<file path="src/rtl/seg_pkg.sv">
// Shared types and helpers for the 7-segment scan controller.
//   state_t        : scan FSM states (IDLE, SHOW, BLANK)
//   SEG_BLANK_CODE : decoder code that produces an all-off digit
//   onehot()       : digit-enable pattern for a given digit index
package seg_pkg;

  typedef enum logic [1:0] {
    IDLE  = 2'd0,
    SHOW  = 2'd1,
    BLANK = 2'd2
  } state_t;

  localparam logic [4:0] SEG_BLANK_CODE = 5'd31;

  // Widest digit-enable vector onehot() can produce; callers cast down.
  localparam int MAX_DIGITS = 32;

  function automatic logic [MAX_DIGITS-1:0] onehot(input int unsigned idx);
    return {{(MAX_DIGITS-1){1'b0}}, 1'b1} << idx;
  endfunction

endpackage

</file>
<file path="src/rtl/seg_slot_timer.sv">
// Phase timer for the scan FSM. Counts cycles spent in the current phase and
// flags the terminal cycle.
//   clk, rst_n : clock, asynchronous active-low reset
//   run        : phase in progress (counter advances)
//   clr        : restart counting at zero on the next edge (wins over run)
//   last       : terminal count of the current phase (phase length - 1)
//   done       : high during the final cycle of the phase
module seg_slot_timer #(
  parameter int CNT_W = 4
) (
  input  logic             clk,
  input  logic             rst_n,
  input  logic             run,
  input  logic             clr,
  input  logic [CNT_W-1:0] last,
  output logic             done
);

  logic [CNT_W-1:0] cnt;

  // The counter never wraps on its own; the FSM restarts it on every phase change.
  always_ff @(posedge clk or negedge rst_n) begin
    if (!rst_n) begin
      cnt <= '0;
    end else if (clr) begin
      cnt <= '0;
    end else if (run) begin
      cnt <= cnt + 1'b1;
    end
  end

  assign done = run && (cnt == last);

endmodule

</file>
<file path="src/rtl/seg_scan_ctrl.sv">
// Time-multiplexed scan controller for an N-digit 7-segment display that
// shares one external BCD-to-7-segment decoder across all digits. The shown
// value is double-buffered so an update only takes effect at a frame boundary.
//   clk, rst_n  : clock, asynchronous active-low reset
//   en          : scan enable; low forces the display dark
//   load, value : capture strobe and packed BCD value (digit 0 in [3:0])
//   lz_suppress : blank leading zeros (digit 0 is always shown)
//   load_ack    : pulse when a loaded value becomes the displayed value
//   frame_done  : pulse in the last cycle of every full scan frame
//   dec_bcd     : code to the shared decoder (0-15 nibble, 31 = blank)
//   dec_seg     : decoder result, bit6=a .. bit0=g, active-high
//   seg_out, an : registered segments and one-hot digit enable
module seg_scan_ctrl
  import seg_pkg::*;
#(
  parameter int DIGITS      = 4,
  parameter int REFRESH_DIV = 50000,
  parameter int BLANK_CYC   = 16
) (
  input  logic                clk,
  input  logic                rst_n,
  input  logic                en,
  input  logic                load,
  input  logic [4*DIGITS-1:0] value,
  input  logic                lz_suppress,
  output logic                load_ack,
  output logic                frame_done,
  output logic [4:0]          dec_bcd,
  input  logic [6:0]          dec_seg,
  output logic [6:0]          seg_out,
  output logic [DIGITS-1:0]   an
);

  localparam int MAX_LEN = (REFRESH_DIV > BLANK_CYC) ? REFRESH_DIV : BLANK_CYC;
  localparam int CNT_W   = $clog2(MAX_LEN + 1);
  localparam int IDX_W   = $clog2(DIGITS);

  localparam logic [CNT_W-1:0] SHOW_LAST  = CNT_W'(REFRESH_DIV - 1);
  localparam logic [CNT_W-1:0] BLANK_LAST = CNT_W'((BLANK_CYC > 0) ? BLANK_CYC - 1 : 0);
  localparam logic [IDX_W-1:0] IDX_LAST   = IDX_W'(DIGITS - 1);

  state_t             state, state_next;
  logic [IDX_W-1:0]   idx, idx_next;
  logic [4*DIGITS-1:0] active, pending_val;
  logic               pending;
  logic               idle_ack;

  logic               phase_done;
  logic [CNT_W-1:0]   phase_last;
  logic               timer_run, timer_clr;
  logic               last_phase;
  logic               frame_end;

  logic [DIGITS-1:0]  zero_from;
  logic               tail_zero;
  logic [3:0]         cur_nib;
  logic               cur_zero;

  // Phase timing
  assign phase_last = (state == BLANK) ? BLANK_LAST : SHOW_LAST;
  assign timer_run  = en && (state != IDLE);
  assign timer_clr  = !en || (state == IDLE) || phase_done;

  seg_slot_timer #(
    .CNT_W (CNT_W)
  ) u_timer (
    .clk   (clk),
    .rst_n (rst_n),
    .run   (timer_run),
    .clr   (timer_clr),
    .last  (phase_last),
    .done  (phase_done)
  );

  // Without a blank phase the frame closes at the end of the last digit's SHOW.
  assign last_phase = (BLANK_CYC == 0) ? (state == SHOW) : (state == BLANK);
  assign frame_end  = phase_done && last_phase && (idx == IDX_LAST);
  assign frame_done = frame_end;

  // Scan FSM
  always_ff @(posedge clk or negedge rst_n) begin
    if (!rst_n) begin
      state <= IDLE;
      idx   <= '0;
    end else begin
      state <= state_next;
      idx   <= idx_next;
    end
  end

  always_comb begin
    state_next = state;
    idx_next   = idx;
    if (!en) begin
      state_next = IDLE;
      idx_next   = '0;
    end else begin
      case (state)
        IDLE: begin
          state_next = SHOW;
          idx_next   = '0;
        end
        SHOW: begin
          if (phase_done) begin
            if (BLANK_CYC == 0) begin
              idx_next = (idx == IDX_LAST) ? '0 : idx + 1'b1;
            end else begin
              state_next = BLANK;
            end
          end
        end
        BLANK: begin
          if (phase_done) begin
            state_next = SHOW;
            idx_next   = (idx == IDX_LAST) ? '0 : idx + 1'b1;
          end
        end
        default: begin
          state_next = IDLE;
          idx_next   = '0;
        end
      endcase
    end
  end

  // Shadow / active value buffers
  // A load in the boundary cycle bypasses the shadow so it is not lost behind
  // an older pending value; while idle there is no frame to protect.
  always_ff @(posedge clk or negedge rst_n) begin
    if (!rst_n) begin
      active      <= '0;
      pending_val <= '0;
      pending     <= 1'b0;
      idle_ack    <= 1'b0;
    end else begin
      idle_ack <= 1'b0;
      if ((state == IDLE) && load) begin
        active   <= value;
        pending  <= 1'b0;
        idle_ack <= 1'b1;
      end else if (frame_end && load) begin
        active  <= value;
        pending <= 1'b0;
      end else if (frame_end && pending) begin
        active  <= pending_val;
        pending <= 1'b0;
      end else if (load) begin
        pending_val <= value;
        pending     <= 1'b1;
      end
    end
  end

  assign load_ack = idle_ack || (frame_end && (load || pending));

  // Decoder request
  // zero_from[i] is set when digits i..DIGITS-1 are all zero.
  always_comb begin
    zero_from = '0;
    tail_zero = 1'b1;
    for (int i = DIGITS - 1; i >= 0; i--) begin
      tail_zero    = tail_zero && (active[4*i +: 4] == 4'd0);
      zero_from[i] = tail_zero;
    end
  end

  always_comb begin
    cur_nib  = 4'd0;
    cur_zero = 1'b0;
    for (int i = 0; i < DIGITS; i++) begin
      if (idx == IDX_W'(i)) begin
        cur_nib  = active[4*i +: 4];
        cur_zero = zero_from[i];
      end
    end
  end

  always_comb begin
    dec_bcd = SEG_BLANK_CODE;
    if (state == SHOW) begin
      if (lz_suppress && (idx != '0) && cur_zero) begin
        dec_bcd = SEG_BLANK_CODE;
      end else begin
        dec_bcd = {1'b0, cur_nib};
      end
    end
  end

  // Output register stage: segments and enable leave on the same edge.
  always_ff @(posedge clk or negedge rst_n) begin
    if (!rst_n) begin
      seg_out <= '0;
      an      <= '0;
    end else if (state == SHOW) begin
      seg_out <= dec_seg;
      an      <= DIGITS'(onehot(int'(idx)));
    end else begin
      seg_out <= '0;
      an      <= '0;
    end
  end

endmodule

</file>
<file path="config.mk">
export PLATFORM = sky130hd
export DESIGN_NAME = seg_scan_ctrl
export DESIGN_NICKNAME = d
export VERILOG_FILES = /design/src/rtl/seg_pkg.sv /design/src/rtl/seg_slot_timer.sv /design/src/rtl/seg_scan_ctrl.sv
export SDC_FILE = /design/constraint.sdc
export NUM_CORES = 1
export LEC_CHECK = 0
export CORE_ASPECT_RATIO = 1.1
export CORE_UTILIZATION = 49
export DETAILED_ROUTE_END_ITERATION = 8
export PLACE_DENSITY_LB_ADDON = 0.25
export SYNTH_ARGS = -nofsm -noshare
export SYNTH_HDL_FRONTEND = slang
export SYNTH_SLANG_ARGS = --single-unit
</file>
<file path="constraint.sdc">
create_clock -name clk -period 2.1 [get_ports clk]
set_clock_uncertainty 0.2 [all_clocks]
set_input_delay 0.21 -clock clk [delete_from_list [all_inputs] [get_ports clk]]
set_output_delay 0.21 -clock clk [all_outputs]
set_load 0.005 [all_outputs]
</file>
==> results of run 1 <==
cells in the mapped netlist (2+ instances only):
| library cell | number |
|---|---|
| dfrtp_1 | 65 |
| nor2_1 | 23 |
| o21a_1 | 15 |
| o22a_1 | 15 |
| nor2b_1 | 12 |
| and2_1 | 11 |
| nand3_1 | 11 |
| mux2_4 | 10 |
| nor3_1 | 9 |
| xor2_1 | 8 |
| and3_1 | 7 |
| clkbuf_1 | 6 |
| mux2_2 | 6 |
| nand4_1 | 6 |
| xnor2_1 | 6 |
| ha_1 | 5 |
| inv_1 | 5 |
| a211o_1 | 4 |
| a221oi_1 | 4 |
| nor4_1 | 4 |
| nand2_1 | 3 |
| o21ai_0 | 3 |
| and4_1 | 2 |
| buf_2 | 2 |
| buf_4 | 2 |
| buf_6 | 2 |
| nor2_4 | 2 |
| o211ai_1 | 2 |
worst min-delay path by stage:
stage | startpoint | to | slack, ns | cells past startpoint
2_1_floorplan | rst_n | active[0] | -0.29 | 0
3_3_place_gp | rst_n | pending_val[8] | 0.05 | 2
3_5_place_dp | rst_n | pending_val[7] | 0.05 | 2
4_1_cts | dec_seg[5] | seg_out[5] | 0.21 | 2
5_1_grt | dec_seg[4] | seg_out[4] | 0.23 | 2
6_report | rst_n | pending_val[6] | 0.20 | 3
kinds of logic after synthesis:
| logic type | after synthesis | share of synthesized area |
|---|---|---|
| AOI/OAI and AO/OA | 51 | 0.1335 |
| muxes | 17 | 0.07386 |
| xor gates and xnor gates | 14 | 0.03977 |
| DFF | 65 | 0.5276 |
| adders and majority gates | 5 | 0.02029 |
| buffers and inverters | 17 | 0.02881 |
| and+or+nand+nor | 96 | 0.1761 |
through the flow:
step / TNS (ns) / std cells / instance area (sq um) / hold slack, ns / utilization
2_1_floorplan: -0.7596 / 265 / 3092 / -0.2856 / -
3_3_place_gp: -7.632 / 423 / 3968 / 0.05241 / 0.6708
3_5_place_dp: -7.847 / 423 / 3968 / 0.05059 / 0.6708
4_1_cts: -8.200 / 449 / 4364 / 0.2102 / 0.7379
5_1_grt: -13.76 / 451 / 4472 / 0.2313 / 0.7561
6_report: -10.52 / 451 / 4472 / 0.2038 / 0.7561
worst min-delay path: cells and delay by family:
kind                   cells  cell delay [ns]
buffers and inverters      3             0.94
power by group through the flow:
stage          sequential, uW  combinational, uW  clock (uW)
4_1_cts                  1430                455        1040
3_3_place_gp             1440                415           0
5_1_grt                  1440                512        1090
6_report                 1430                469        1020
2_1_floorplan            1440                189           0
3_5_place_dp             1440                424           0
routing by layer:
metal	part of all wire	track usage	wire, um
met1	0.43	0.3176	3249
met2	0.51	0.4047	3826
met3	0.040	0.04839	300
met5	0	0	0
met4	0.015	0.1201	115
final cells by class:
class,count,share of cell area
sequential,65,0.3643
multi-input combinational,183,0.3542
timing repair buffer,105,0.2126
clock buffer,14,0.04085
tap,77,0.02154
inverter,5,0.004197
clock inverter,2,0.002238
registers in the layout, indices dropped and copies added, names as in the netlist:
| signal | flops |
|---|---|
| active | 16 |
| an | 4 |
| idle_ack | 1 |
| idx | 2 |
| pending | 1 |
| pending_val | 16 |
| seg_out | 7 |
| state | 2 |
| u_timer.cnt | 16 |
repair_timing:
| action | in CTS | in global routing |
|---|---|---|
| hold buffers | 1 | 0 |
| gates resized for setup | 60 | 16 |
| setup endpoints to repair | 55 | 57 |
| buffers inserted | 9 | 2 |
| pin swaps | 16 | 11 |
| endpoints found under the hold margin | 65 | 0 |
==> flow_metrics.py, run 1 <==
metrics = {
    "status": {
        "status": "finished with violations",
        "failed_checks": "negative setup slack",
    },
    "global_routing": {
        "grt_first_pass_wirelength_mm": 12.47,
        "grt_max_degree": 66,
        "grt_usage": 0.2482,
        "grt_overflow_total": 0,
        "grt_pass1_vias": 2559,
        "antenna_found_initial": 0,
    },
    "clocking": {
        "cts_tree": "built",
        "cts.htree.levels": 3,
        "clock_path_buffers": 2,
        "clk_latency_ns": 0.35,
        "cts_sinks": 65,
        "cts_made_buffers": 9,
        "clkTransAtPathRegs_ns": 0.07,
        "clock-root-buffer": "clkbuf_8",
    },
    "detailed_routing": {
        "wl_mm": 7.491,
        "via_per_inst": 5.404,
        "final_antenna_net_count": 0,
        "num_vias": 2437,
        "wire_per_inst_um": 16.61,
        "drt-pass1-iter-count": 4,
        "detail_route.iter0.violations": 138,
        "drc": 0,
    },
    "critical_path": {
        "r2r_start": "idx[1]",
        "cpPeakStageDelay_ns": 0.43,
        "r2r_cells": 10,
        "cp-end-kind": "primary output",
        "rrSetupSlack_ns": -0.29,
        "startpoint_type": "flop",
        "cp_slowest_cell": "dfrtp_2",
        "crit_family": "compound AO/OA/AOI/OAI gates",
        "setup.worst_path.end": "dec_bcd[2]",
        "worst_ep_required_time_ns": 1.69,
        "reg2reg_to": "active[11]",
        "cp.arrival_ns": 2.00,
        "path_depth": 8,
        "worstSetupPathType": "flop to primary output",
        "path_buf_inv": 3,
        "crit_path_start": "idx[1]",
        "cp_cell_sequence": "inv_2 -> ha_4 -> a31o_4 -> a21oi_4 -> o21ai_4 -> buf_4 -> a211o_1 -> buf_2",
        "cp_max_fo": 4,
    },
    "pwr": {
        "p_comb_frac": 0.161,
        "power_uw": 2919,
        "p_int_uw": 2210,
        "powerDensity_mw_per_mm2": 652.8,
        "vdd_drop_max_v": 0.0004429,
        "p_sw_uw": 709.5,
        "switching_share": 0.2430,
        "pwr-share-seq": 0.491,
        "p_leak_uw": 0.001919,
        "p_clk_frac": 0.349,
    },
    "floorplan": {
        "start_util": 0.5213,
        "core_area_sq_mm": 0.005914,
        "die_height_um": 85.19,
        "fp.dieW_um": 77.63,
        "die_area_sq_mm": 0.006613,
        "rows": 29,
        "io_pins": 46,
    },
    "synthesis": {
        "netlist_top_cells_area": "dfrtp_1 (53%), mux2_4 (4.9%), o22a_1 (4.3%)",
        "synthCells": 265,
        "ys.flop_type": "dfrtp_1",
        "ys_seq_area_frac": 0.5276,
        "synthArstFlopShare": 1.000,
        "synth_largest_area_cell": "dfrtp_1",
        "synth-edff-count": 0,
        "synth-seq-cells": 65,
        "syn_nets": 298,
        "syn_avg_cell_area_sq_um": 11.63,
        "yosysWarnings": 0,
        "syn-cell-area_sq_mm": 0.003083,
        "ys_types": 43,
        "synth_top_area_share": 0.5276,
    },
    "placement": {
        "dpl.hpwl_mm": 4.610,
        "gp_congestion": 0.8554,
        "portBuffers": 45,
        "preCtsSetupSlack_ns": -0.3014,
    },
    "hold_path": {
        "hold_class": "input pin to async pin",
    },
    "finish": {
        "final_common_cell": "dfrtp_1",
        "fillers": 384,
        "seq_area_sq_mm": 0.001629,
        "fin_nets": 402,
        "drive_above_1_share": 0.3449,
        "num_antenna_cells": 0,
        "multi_input_area_sq_mm": 0.001584,
        "final_cell_mix": "dfrtp_1 (63), buf_4 (48), clkdlybuf4s50_1 (37), nor2_1 (23), mux2_4 (16)",
        "syn_to_final_growth_pct": 45.05,
    },
    "sta": {
        "min_period_ns": 2.410,
        "report.final.slew_viol_count": 0,
        "finalHoldViolCount": 0,
        "worst_pin_slew_ns": 0.3608,
        "setup_viol": 55,
        "clock.fmax_mhz": 414.9,
        "worst_slack_ns": -0.3100,
        "rsz0062_at_grt": "yes",
        "maxSlewHeadroom": 0.7576,
        "period_share": 1.148,
    },
    "flow_run": {
        "drv_cap": 0,
    },
}
Power figures use the tool's default switching activity.
==> run 2, diff against run 1 <==
--- a/config.mk
+++ b/config.mk
@@ -9,6 +9,8 @@
 export CORE_UTILIZATION = 49
 export DETAILED_ROUTE_END_ITERATION = 8
 export PLACE_DENSITY_LB_ADDON = 0.25
+export SKIP_CTS_REPAIR_TIMING = 1
+export SLEW_MARGIN = 20
 export SYNTH_ARGS = -nofsm -noshare
 export SYNTH_HDL_FRONTEND = slang
 export SYNTH_SLANG_ARGS = --single-unit
==> flow_metrics.py, run 2 (same netlist as run 1, synthesis figures left out) <==
metrics = {
    "status": {
        "status": "finished with violations",
        "failed_checks": "negative setup slack",
    },
    "critical_path": {
        "startpoint_type": "flop",
        "worst_ep_required_time_ns": 2.13,
        "reg2reg_to": "active[9]",
        "crit_top_cell": "buf_4",
        "cp_slowest_cell": "dfrtp_2",
        "path_depth": 10,
        "cpPeakStageDelay_ns": 0.47,
        "setup.worst_path.end": "active[9]",
        "worstSetupPathType": "flop to flop",
        "r2r_cells": 10,
        "cp-end-kind": "flop",
        "crit_path_start": "idx[1]",
        "r2r_start": "idx[1]",
        "cp_cell_sequence": "buf_4 -> ha_4 -> and4b_1 -> and3_4 -> and3_4 -> buf_4 -> buf_4 -> o22a_4 -> buf_12 -> o21a_1",
        "path_buf_inv": 4,
        "cp.arrival_ns": 2.45,
        "rrSetupSlack_ns": -0.32,
        "cp_max_fo": 15,
        "crit_family": "buffers and inverters",
    },
    "global_routing": {
        "grt_max_degree": 66,
        "grt_pass1_vias": 2440,
        "antenna_found_initial": 0,
        "grt_first_pass_wirelength_mm": 11.63,
        "grt_overflow_total": 0,
        "grt_usage": 0.2303,
    },
    "detailed_routing": {
        "drt-pass1-iter-count": 4,
        "wire_per_inst_um": 16.85,
        "drc": 0,
        "final_antenna_net_count": 0,
        "num_vias": 2464,
        "wl_mm": 7.598,
        "via_per_inst": 5.463,
        "detail_route.iter0.violations": 151,
    },
    "sta": {
        "clock.fmax_mhz": 413.0,
        "rsz0062_at_grt": "yes",
        "worst_slack_ns": -0.3214,
        "maxSlewHeadroom": 0.7746,
        "hold_ws_ns": 0.2066,
        "setup_viol": 41,
        "report.final.slew_viol_count": 0,
        "min_period_ns": 2.421,
        "finalHoldViolCount": 0,
        "period_share": 1.153,
        "worst_pin_slew_ns": 0.3353,
    },
    "floorplan": {
        "io_pins": 46,
        "rows": 29,
        "die_height_um": 85.19,
        "start_util": 0.5213,
        "fp.dieW_um": 77.63,
        "core_area_sq_mm": 0.005914,
        "die_area_sq_mm": 0.006613,
    },
    "finish": {
        "drive_above_1_share": 0.3369,
        "reg.largest.list": "active: 16 flops, pending_val: 16 flops, u_timer.cnt: 16 flops",
        "fin_nets": 402,
        "syn_to_final_growth_pct": 45.70,
        "num_antenna_cells": 0,
        "final_common_cell": "dfrtp_1",
        "final_cell_mix": "dfrtp_1 (63), buf_4 (48), clkdlybuf4s50_1 (37), nor2_1 (23)",
    },
    "clocking": {
        "cts_sinks": 65,
        "clkTransAtPathRegs_ns": 0.07,
        "clk_latency_ns": 0.34,
        "cts_tree": "built",
        "clock-root-buffer": "clkbuf_8",
        "cts_made_buffers": 9,
        "cts.htree.levels": 3,
        "clock_path_buffers": 2,
    },
    "flow_run": {
        "drv_cap": 0,
    },
    "placement": {
        "portBuffers": 45,
        "dpl.hpwl_mm": 4.610,
        "gp_congestion": 0.8554,
    },
    "pwr": {
        "vdd_drop_max_v": 0.0004306,
        "powerDensity_mw_per_mm2": 651.4,
        "p_leak_uw": 0.001943,
        "power_uw": 2926,
    },
    "hold_path": {
        "hold_class": "input pin to async pin",
    },
}
-- run 2: cell type report --
type                       instances  area (sq um)
inverter                           5         23.77
fill                             386          1423
sequential                        65          1629
multi-input combinational        183          1577
tap                               77         96.34
clock inverter                     2         10.01
clock buffer                      14         182.7
timing repair buffer             105         973.4
-- run 2: tightest hold or removal path, delay by kind of cell --
kind,cells,cell delay [ns]
buf+inv,3,0.95
-- run 2: layer usage --
layer  routed length [um]  vias up  GRT usage  part of all wire
li1                     -     1166          -                 -
met2                 3798       61     0.3765              0.50
met3                  221       17    0.04301             0.029
met4                  210        0     0.1081             0.028
met1                 3367     1220     0.2964              0.44
met5                    0        -          0                 0
-- run 2: worst min path at each step --
stage,end,depth (start not counted),start
6_report,pending_val[6],3,rst_n
5_1_grt,seg_out[4],2,dec_seg[4]
4_1_cts,pending_val[7],2,rst_n
3_5_place_dp,pending_val[7],2,rst_n
3_3_place_gp,pending_val[8],2,rst_n
2_1_floorplan,active[0],0,rst_n
-- run 2: where the power goes --
group	leakage, uW	internal, uW	switching [uW]
Clock	0.000102	555	467
Combinational	0.00103	292	177
Sequential	0.000810	1360	73.7
Total	0.00194	2210	718
-- run 2: per-stage QoR --
stage	instance area, sq um	instances	worst slack, ns	TNS, ns	utilization
after CTS	4160	439	-0.7034	-10.34	0.7034
after detailed placement	3968	423	-0.3014	-7.847	0.6708
final	4492	451	-0.3214	-10.85	0.7595
after global routing	4492	451	-0.4142	-14.06	0.7595
after global placement	3968	423	-0.2700	-7.632	0.6708
after floorplan	3092	265	-0.07596	-0.7596	-
